--- src/rtl/shiftreg_pkg.sv ---
// Shared definitions for the 4-bit mode-controlled shift register and its command sequencer.
// Mode encoding and sequencer state encoding.
package shiftreg_pkg;

  localparam logic [1:0] MODE_HOLD = 2'b00;
  localparam logic [1:0] MODE_LOAD = 2'b01;
  localparam logic [1:0] MODE_ROR  = 2'b10;
  localparam logic [1:0] MODE_SHL  = 2'b11;

  typedef enum logic [1:0] {
    StIdle = 2'b00,
    StRun  = 2'b01,
    StFin  = 2'b10
  } state_e;

endpackage

--- src/rtl/shiftreg_seq_if.sv ---
// Host-side command and status bundle of the shift-register sequencer.
interface shiftreg_seq_if #(
  parameter int unsigned W  = 4,
  parameter int unsigned CW = 3
) ();

  logic          cmd_valid;
  logic          cmd_ready;
  logic [1:0]    cmd_op;
  logic [W-1:0]  cmd_data;
  logic [CW-1:0] cmd_cnt;
  logic          abort;
  logic          busy;
  logic          done;
  logic          aborted;

  modport master (
    output cmd_valid, cmd_op, cmd_data, cmd_cnt, abort,
    input  cmd_ready, busy, done, aborted
  );

  modport slave (
    input  cmd_valid, cmd_op, cmd_data, cmd_cnt, abort,
    output cmd_ready, busy, done, aborted
  );

endinterface

--- src/rtl/shiftreg_seq_cnt.sv ---
// Repeat counter for the sequencer: loadable down-counter with terminal-count flag (rem==1)
// plus a step up-counter that restarts at zero on every load.
module shiftreg_seq_cnt #(
  parameter int unsigned CW = 3
) (
  input  logic          clk,
  input  logic          rst,
  input  logic          i_load,
  input  logic          i_one,
  input  logic          i_en,
  input  logic [CW-1:0] i_cnt,
  output logic [CW-1:0] o_step,
  output logic          o_tc
);

  // rem is one bit wider so that a zero count can stand for 2**CW repeats
  localparam logic [CW:0] Full = {1'b1, {CW{1'b0}}};
  localparam logic [CW:0] One  = {{CW{1'b0}}, 1'b1};

  logic [CW:0]   r_rem;
  logic [CW-1:0] r_step;

  always_ff @(posedge clk or posedge rst) begin
    if (rst) begin
      r_rem  <= '0;
      r_step <= '0;
    end else if (i_load) begin
      r_rem  <= i_one ? One : ((i_cnt == '0) ? Full : {1'b0, i_cnt});
      r_step <= '0;
    end else if (i_en) begin
      r_rem  <= r_rem - One;
      r_step <= r_step + 1'b1;
    end
  end

  assign o_step = r_step;
  assign o_tc   = (r_rem == One);

endmodule

--- src/rtl/shiftreg_seq.sv ---
// Command sequencer driving m/d/si of the mode-controlled shift register for N cycles per
// accepted command; all outputs are registered and computed from the next state.
module shiftreg_seq
  import shiftreg_pkg::*;
#(
  parameter int unsigned W  = 4,
  parameter int unsigned CW = 3
) (
  input  logic         clk,
  input  logic         rst,
  shiftreg_seq_if.slave host,
  output logic [1:0]   m,
  output logic [W-1:0] d,
  output logic         si
);

  state_e        r_state, w_state_nxt;
  logic [1:0]    r_op;
  logic [W-1:0]  r_data;
  logic          r_abt;
  logic          r_ready, r_busy, r_done, r_aborted, r_si;
  logic [1:0]    r_m;
  logic [W-1:0]  r_d;

  logic          w_accept, w_fin, w_tc;
  logic [CW-1:0] w_step, w_step_nxt;
  logic [1:0]    w_op_act;
  logic [W-1:0]  w_data_act, w_sh;
  logic [1:0]    w_m_nxt;
  logic [W-1:0]  w_d_nxt;
  logic          w_si_nxt;

  shiftreg_seq_cnt #(
    .CW (CW)
  ) u_cnt (
    .clk    (clk),
    .rst    (rst),
    .i_load (w_accept),
    .i_one  (host.cmd_op == MODE_LOAD),
    .i_en   (r_state == StRun),
    .i_cnt  (host.cmd_cnt),
    .o_step (w_step),
    .o_tc   (w_tc)
  );

  always_comb begin
    w_state_nxt = r_state;
    w_accept    = (r_state == StIdle) && r_ready && host.cmd_valid;
    // abort only ends a command early; on the final edge the command has completed anyway
    w_fin       = (r_state == StRun) && (w_tc || host.abort);
    unique case (r_state)
      StIdle:  if (w_accept) w_state_nxt = StRun;
      StRun:   if (w_fin) w_state_nxt = StFin;
      StFin:   w_state_nxt = StIdle;
      default: w_state_nxt = StIdle;
    endcase

    w_op_act   = w_accept ? host.cmd_op : r_op;
    w_data_act = w_accept ? host.cmd_data : r_data;
    w_step_nxt = w_accept ? '0 : w_step + 1'b1;
    // SHL feeds data MSB-first, wrapping every W bits
    w_sh       = w_data_act << (w_step_nxt % W);

    w_m_nxt  = MODE_HOLD;
    w_d_nxt  = '0;
    w_si_nxt = 1'b0;
    if (w_state_nxt == StRun) begin
      w_m_nxt = w_op_act;
      if (w_op_act == MODE_LOAD) w_d_nxt = w_data_act;
      if (w_op_act == MODE_SHL) w_si_nxt = w_sh[W-1];
    end
  end

  always_ff @(posedge clk or posedge rst) begin
    if (rst) begin
      r_state   <= StIdle;
      r_op      <= MODE_HOLD;
      r_data    <= '0;
      r_abt     <= 1'b0;
      r_ready   <= 1'b0;
      r_busy    <= 1'b0;
      r_done    <= 1'b0;
      r_aborted <= 1'b0;
      r_m       <= MODE_HOLD;
      r_d       <= '0;
      r_si      <= 1'b0;
    end else begin
      r_state <= w_state_nxt;
      if (w_accept) begin
        r_op   <= host.cmd_op;
        r_data <= host.cmd_data;
        r_abt  <= 1'b0;
      end else if (w_fin) begin
        r_abt <= host.abort && !w_tc;
      end
      r_ready   <= (w_state_nxt == StIdle);
      r_busy    <= (w_state_nxt == StRun);
      r_done    <= (r_state == StFin);
      r_aborted <= (r_state == StFin) && r_abt;
      r_m       <= w_m_nxt;
      r_d       <= w_d_nxt;
      r_si      <= w_si_nxt;
    end
  end

  assign host.cmd_ready = r_ready;
  assign host.busy      = r_busy;
  assign host.done      = r_done;
  assign host.aborted   = r_aborted;
  assign m              = r_m;
  assign d              = r_d;
  assign si             = r_si;

endmodule
--- src/flat_wrapper.sv ---
// flat-port wrapper written by rule: the top's interface ports become plain ports
module shiftreg_seq_flat import shiftreg_pkg::*;
#(
  parameter int unsigned W  = 4,
  parameter int unsigned CW = 3
)
  (clk, rst, m, d, si, host_cmd_valid, host_cmd_op, host_cmd_data, host_cmd_cnt, host_abort, host_cmd_ready, host_busy, host_done, host_aborted);
  shiftreg_seq_if #(.W(W), .CW(CW)) host_i ();
  input  logic clk;
  input  logic rst;
  output logic [1:0] m;
  output logic [W-1:0] d;
  output logic si;
  input wire logic [$bits(host_i.cmd_valid)-1:0] host_cmd_valid;
  input wire logic [$bits(host_i.cmd_op)-1:0] host_cmd_op;
  input wire logic [$bits(host_i.cmd_data)-1:0] host_cmd_data;
  input wire logic [$bits(host_i.cmd_cnt)-1:0] host_cmd_cnt;
  input wire logic [$bits(host_i.abort)-1:0] host_abort;
  output wire logic [$bits(host_i.cmd_ready)-1:0] host_cmd_ready;
  output wire logic [$bits(host_i.busy)-1:0] host_busy;
  output wire logic [$bits(host_i.done)-1:0] host_done;
  output wire logic [$bits(host_i.aborted)-1:0] host_aborted;
  assign host_i.cmd_valid = host_cmd_valid;
  assign host_i.cmd_op = host_cmd_op;
  assign host_i.cmd_data = host_cmd_data;
  assign host_i.cmd_cnt = host_cmd_cnt;
  assign host_i.abort = host_abort;
  assign host_cmd_ready = host_i.cmd_ready;
  assign host_busy = host_i.busy;
  assign host_done = host_i.done;
  assign host_aborted = host_i.aborted;
  shiftreg_seq #(.W(W), .CW(CW)) u_core (.clk(clk), .rst(rst), .host(host_i), .m(m), .d(d), .si(si));
endmodule
--- config.mk ---
export PLATFORM = sky130hd
export DESIGN_NAME = shiftreg_seq_flat
export DESIGN_NICKNAME = d
export VERILOG_FILES = /design/src/rtl/shiftreg_pkg.sv /design/src/rtl/shiftreg_seq_if.sv /design/src/rtl/shiftreg_seq_cnt.sv /design/src/rtl/shiftreg_seq.sv /design/src/flat_wrapper.sv
export SDC_FILE = /design/constraint.sdc
export NUM_CORES = 1
export LEC_CHECK = 0
export CAP_MARGIN = 40
export CORE_UTILIZATION = 30
export DETAILED_ROUTE_END_ITERATION = 10
export HOLD_SLACK_MARGIN = 0.12
export PLACE_DENSITY = 0.57
export SLEW_MARGIN = 20
export SYNTH_ARGS = -nofsm -noshare
export SYNTH_HDL_FRONTEND = slang
export SYNTH_SLANG_ARGS = --single-unit
--- constraint.sdc ---
create_clock -name clk -period 1.65 [get_ports clk]
set_input_delay 0.495 -clock clk [delete_from_list [all_inputs] [get_ports clk]]
set_output_delay 0.495 -clock clk [all_outputs]
set_load 0.02 [all_outputs]
Word-level counts from Yosys, hierarchy flattened
Cells that the tools add are included.
{"block": "word_totals", "regBits": 27, "input_bits": 13, "out_inout_bits": 11, "word_cells": 54}
{"block": "classes", "n_addsub": 2, "eq_ne": 7, "n_shift": 1, "n_mux": 19, "n_reduce_logical": 12}
{"op": "$mux W4", "n": 7}
{"op": "$mux W2", "n": 5}
{"op": "$eq A2 B1 Y1 const B", "n": 4}
{"op": "$mux W3", "n": 2}
{"op": "$logic_and A1 B1 Y1", "n": 5}
{"op": "$eq A2 B2 Y1 const B", "n": 2}
{"op": "$eq A4 B1 Y1 const B", "n": 1}
{"op": "$logic_not A2 Y1", "n": 2}
{"op": "$mux W1", "n": 4}
{"op": "$pmux W2 S2", "n": 1}
{"op": "$reduce_bool A2 Y1", "n": 2}
{"op": "$shl A4 B2 Y4", "n": 1}
{"op": "$sub A4 B1 Y4 const B", "n": 1}
{"op": "$add A3 B1 Y3 const B", "n": 1}
{"op": "$logic_not A3 Y1", "n": 1}
{"op": "$logic_not A1 Y1", "n": 1}
{"op": "$logic_or A1 B1 Y1", "n": 1}

Longest topological paths before layout
{"block": "depth", "word_depth": 7, "mapped_depth": 6, "ltp_nobuf": 6}

By module
From an unflattened synthesis, not the netlist that was laid out.
{"block": "unflattened", "cells_unflattened": 99, "hier_area_um2": 1196.1}
{"module": "shiftreg_seq", "instances": 1, "cells_each": 61, "area_each_um2": 797.0, "seq_area_each_um2": 500.5}
{"module": "shiftreg_seq_cnt", "instances": 1, "cells_each": 38, "area_each_um2": 399.1, "seq_area_each_um2": 175.2}

Worst setup path after synthesis
Ideal clock, no wire load.
{"block": "synth_timing", "path_type": "register to register", "start": "register u_core.u_cnt.r_rem[1]", "end": "register u_core.r_si, in the netlist u_core.si", "setup_time_ps": 120, "t_arrival_ps": 1264, "required_ps": 1530, "path_slack_ps": 266, "stages_incl_launch_ff": 7, "n_path_buf": 0, "synth_period_minus_slack_ps": 1384, "cell_sequence": "dfrtp_1 > inv_1 > ha_1 > nor3b_2 > nor2_1 > a32o_1 > and3_1"}
{"block": "synth_between", "elab_chain_len": 7}
{"item": "from (decl)", "line": "shiftreg_seq_cnt.sv:20", "rtl": "logic [CW:0] r_rem;"}
{"item": "from (signal assigned)", "line": "shiftreg_seq_cnt.sv:28", "rtl": "r_rem <= i_one ? One : ((i_cnt == '0) ? Full : {1'b0, i_cnt});"}
{"item": "from (signal assigned)", "line": "shiftreg_seq_cnt.sv:31", "rtl": "r_rem <= r_rem - One;"}
{"item": "$eq A4 B1 Y1", "line": "shiftreg_seq_cnt.sv:37", "rtl": "assign o_tc = (r_rem == One);"}
{"item": "$logic_or A1 B1 Y1", "line": "shiftreg_seq.sv:50", "rtl": "w_fin = (r_state == StRun) && (w_tc || host.abort);"}
{"item": "$logic_and A1 B1 Y1", "line": "shiftreg_seq.sv:50"}
{"item": "$mux W2", "line": "shiftreg_seq.sv:53", "rtl": "StRun: if (w_fin) w_state_nxt = StFin;"}
{"item": "$pmux W2 S2", "line": "shiftreg_seq.sv:51", "rtl": "unique case (r_state)"}
{"item": "$eq A2 B1 Y1", "line": "shiftreg_seq.sv:67", "rtl": "if (w_state_nxt == StRun) begin"}
{"item": "$mux W1", "line": "shiftreg_seq.sv:67"}
{"item": "via u_core.w_si_nxt", "line": "shiftreg_seq.sv:31", "rtl": "logic w_si_nxt;"}
{"item": "to (signal assigned)", "line": "shiftreg_seq.sv:102", "rtl": "r_si <= w_si_nxt;"}
{"item": "to (decl)", "line": "shiftreg_seq.sv:21", "rtl": "logic r_ready, r_busy, r_done, r_aborted, r_si;"}
The timed path passes the listed nets, and every way through them passes these cells.
A chain may end at the register's enable or synchronous reset.

Worst setup path in the final report
{"block": "layout_timing", "start": "register u_core.u_cnt.r_rem[1]", "end": "register u_core.r_d[2], in the netlist u_core.d[2]"}
{"block": "layout_between", "elab_chain_len": 7}
{"item": "$eq A4 B1 Y1", "line": "shiftreg_seq_cnt.sv:37"}
{"item": "$logic_or A1 B1 Y1", "line": "shiftreg_seq.sv:50"}
{"item": "$logic_and A1 B1 Y1", "line": "shiftreg_seq.sv:50"}
{"item": "$mux W2", "line": "shiftreg_seq.sv:53"}
{"item": "$pmux W2 S2", "line": "shiftreg_seq.sv:51"}
{"item": "$eq A2 B1 Y1", "line": "shiftreg_seq.sv:67"}
{"item": "$mux W4", "line": "shiftreg_seq.sv:67"}
{"item": "via u_core.w_d_nxt[2]", "line": "shiftreg_seq.sv:30", "rtl": "logic [W-1:0] w_d_nxt;"}
{"item": "to (signal assigned)", "line": "shiftreg_seq.sv:101", "rtl": "r_d <= w_d_nxt;"}
{"item": "to (decl)", "line": "shiftreg_seq.sv:23", "rtl": "logic [W-1:0] r_d;"}
The timed path passes the listed nets, and every way through them passes these cells.

==> metrics <==
outcome=complete, no violations; DP Wirelength=1780 um; met3 routed WL=104 um; Die H=63.5 um; Starting Density=0.327; WHS Endpoint=u_core.host.aborted; Mapped Cells=104; P&R area growth vs syn=38.1%; most frequent cell after synthesis=dfrtp_1; Slew Limit Fails=0; largest net degree at the start of global routing=27; slack of the critical path=0.107 ns; max_slew headroom=0.787; met2 WL=1120 um; Sw Share=0.361; vias after detailed routing=869; Via-to-Cell Ratio=4.62; Final Util=0.452; final hold violations=0; grt ovf=0; Setup TNS=0 ns; Die X=63.5 um; uppermost layer routed=met4; GRT Total Usage=0.131; power per cell area=1610 nW/um^2; Yosys top cell area share=0.573; synthesized area=1130 um^2; final net count=158; crit path time final=1.54 ns; DR WL/cell=12.5 um; Post-CTS Setup Bufs=0; asr flop ratio synth=1.00; Metal-1 WL=1060 um; routability cong.=0.830; Fillers=340; crit path kind=register to register; Max-Cap Viols=0; net switching power=0.912 mW; Seq/Total Area, Yosys=0.573; Hold Path Class=register to register; full die area=4030 um^2; number of buffers added on ports=23; clk_skew=0.00522 ns; Comb power frac=0.424; Clk pin slew, worst setup/hold paths=0.09 ns; P_leak=0.775 nW; R2R Setup Slk=0.11 ns; Top Ports=24; # DRC=0; Initial DRC Count=49; Max IR drop VDD=0.000430 V; Yosys warnings=0; row count=21; worst r2r src=u_core.u_cnt.r_rem[1]; unrepaired setup endpoints after global routing=false; Int Power=1.61 mW; drt pass-1 iters=4; r2r endpoint=u_core.d[2]; startpoint types=register; number of buffers created by CTS=3; Reg power frac=0.414; Seq cells post-synth=26; fmax=648 MHz; prevailing post-synth register cell=dfrtp_1; Worst Tran Pin Value=0.319 ns; post-route ant nets=0; clock network power share=0.162; Hold Buf Count CTS=0; final wirelength=2350 um; Mapped Avg Cell Area=10.9 um^2; fin crit share=0.935; FF-to-FF path depth=7; synth cell count leaders=dfrtp_1 (26), nand2_1 (18), nor2_1 (8), a21oi_1 (7), inv_1 (4); worst hold path depth=1; total power=2.53 mW; syn nets=119; top post-synthesis cells by area=dfrtp_1 (57%), nand2_1 (6.0%), a21oi_1 (3.1%); initial antenna violation count=0; CTS tree=done; Hold Crit Start=u_core.r_abt; crit end category=register; global-route wire length before repair=3980 um; Ant. Diodes=0; synth unique cells=31; clk sink count=26; Critical Path RT=1.85 ns; post-synth top area cell=dfrtp_1; CP max FO=4; worst skew pair latency=0.27 ns; Post-synth EDFFs=0; core area=3470 um^2; H-tree levels=1; CP arrival=1.74 ns; share of layout cells above drive strength 1=0.169; CTS Root Cell=clkbuf_8; pre-CTS setup slack=-0.266 ns; buffer levels on the longest clock path=2; vias in the first global route=863; Finish-stage setup viols=0
[cell families after synthesis]
kind of cell,Yosys count,synth area share
and+or+nand+nor,43,0.209
muxes,2,0.0187
buffers and inverters,8,0.0364
AOI/OAI and AO/OA,18,0.101
adders and majority gates,2,0.0220
xor gates and xnor gates,5,0.0386
DFF,26,0.573
[layout by cell type (no fill, tap or decap), drive strengths merged, types with 4 or more instances in the layout]
cell           netlist  final
dfrtp               26     26
nand2               18     18
buf                  4     15
clkdlybuf4s50        0     11
dlygate4sd2          0     11
nor2                 8      8
a21oi                7      7
inv                  4      4
clkbuf               0      4
[worst max-delay path, stage by stage (launching register included)]
cell and delay, ns:
dfrtp_1 0.38, inv_1 0.07, ha_1 0.18, nor3b_4 0.16
nor2_1 0.21, a41oi_1 0.16, buf_4 0.18, a21oi_1 0.13
[flip-flops by register name, summed over array words and instances (netlist names)]
signal / count
u_core.host.done: 1
u_core.r_state: 2
u_core.r_abt: 1
u_core.r_op: 2
u_core.d: 4
u_core.u_cnt.r_rem: 4
u_core.u_cnt.o_step: 2
u_core.si: 1
u_core.m: 2
u_core.host.aborted: 1
u_core.r_data: 4
u_core.host.busy: 1
u_core.host.cmd_ready: 1
[power groups by stage]
stage               combinational [mW]  sequential [mW]  clock [mW]
global placement                  1.07             1.04           0
global route                      1.19             1.07       0.443
floorplan                        0.610             1.09           0
finish                            1.07             1.05       0.409
detailed placement                1.09             1.05           0
CTS                               1.05             1.04       0.416
[per-stage QoR]
step | hold WS [ns] | cell area, um^2 | instances
global placement | 0.480 | 1510 | 184
finish | 0.506 | 1570 | 188
detailed placement | 0.484 | 1510 | 184
CTS | 0.505 | 1550 | 188
floorplan | 0.454 | 1130 | 104
global route | 0.531 | 1570 | 188
[how the worst max path moves through the flow]
stage	slack, ns	to	cells after the start	from
4_1_cts	0.008	u_core.d[2]	6	host_cmd_valid
3_3_place_gp	-0.24	u_core.d[3]	5	host_cmd_valid
3_5_place_dp	-0.27	u_core.si	7	host_cmd_valid
5_1_grt	0.02	u_core.d[0]	7	u_core.u_cnt.r_rem[1]
2_1_floorplan	0.27	u_core.si	6	u_core.u_cnt.r_rem[1]
6_report	0.11	u_core.d[2]	7	u_core.u_cnt.r_rem[1]
[per-layer routing]
layer	vias up	global-route usage
met4	0	0.0767
met3	5	0.0236
met5	-	0
met1	410	0.172
met2	29	0.199
li1	425	-
[layout make-up]
| type | instances | area, um^2 | area share |
|---|---|---|---|
| timing repair buffer | 38 | 332 | 0.211 |
| inverter | 4 | 15.0 | 0.00958 |
| multi-input combinational | 70 | 458 | 0.292 |
| sequential | 26 | 651 | 0.415 |
| tap | 46 | 57.6 | 0.0367 |
| clock buffer | 4 | 55.1 | 0.0351 |
[repair_timing]
item	in CTS	in global routing
cloned	0	0
gates resized for setup	11	4
endpoints found under the setup margin	11	5
pin swaps	0	0
Note: power is estimated with default switching activity, not from simulation.
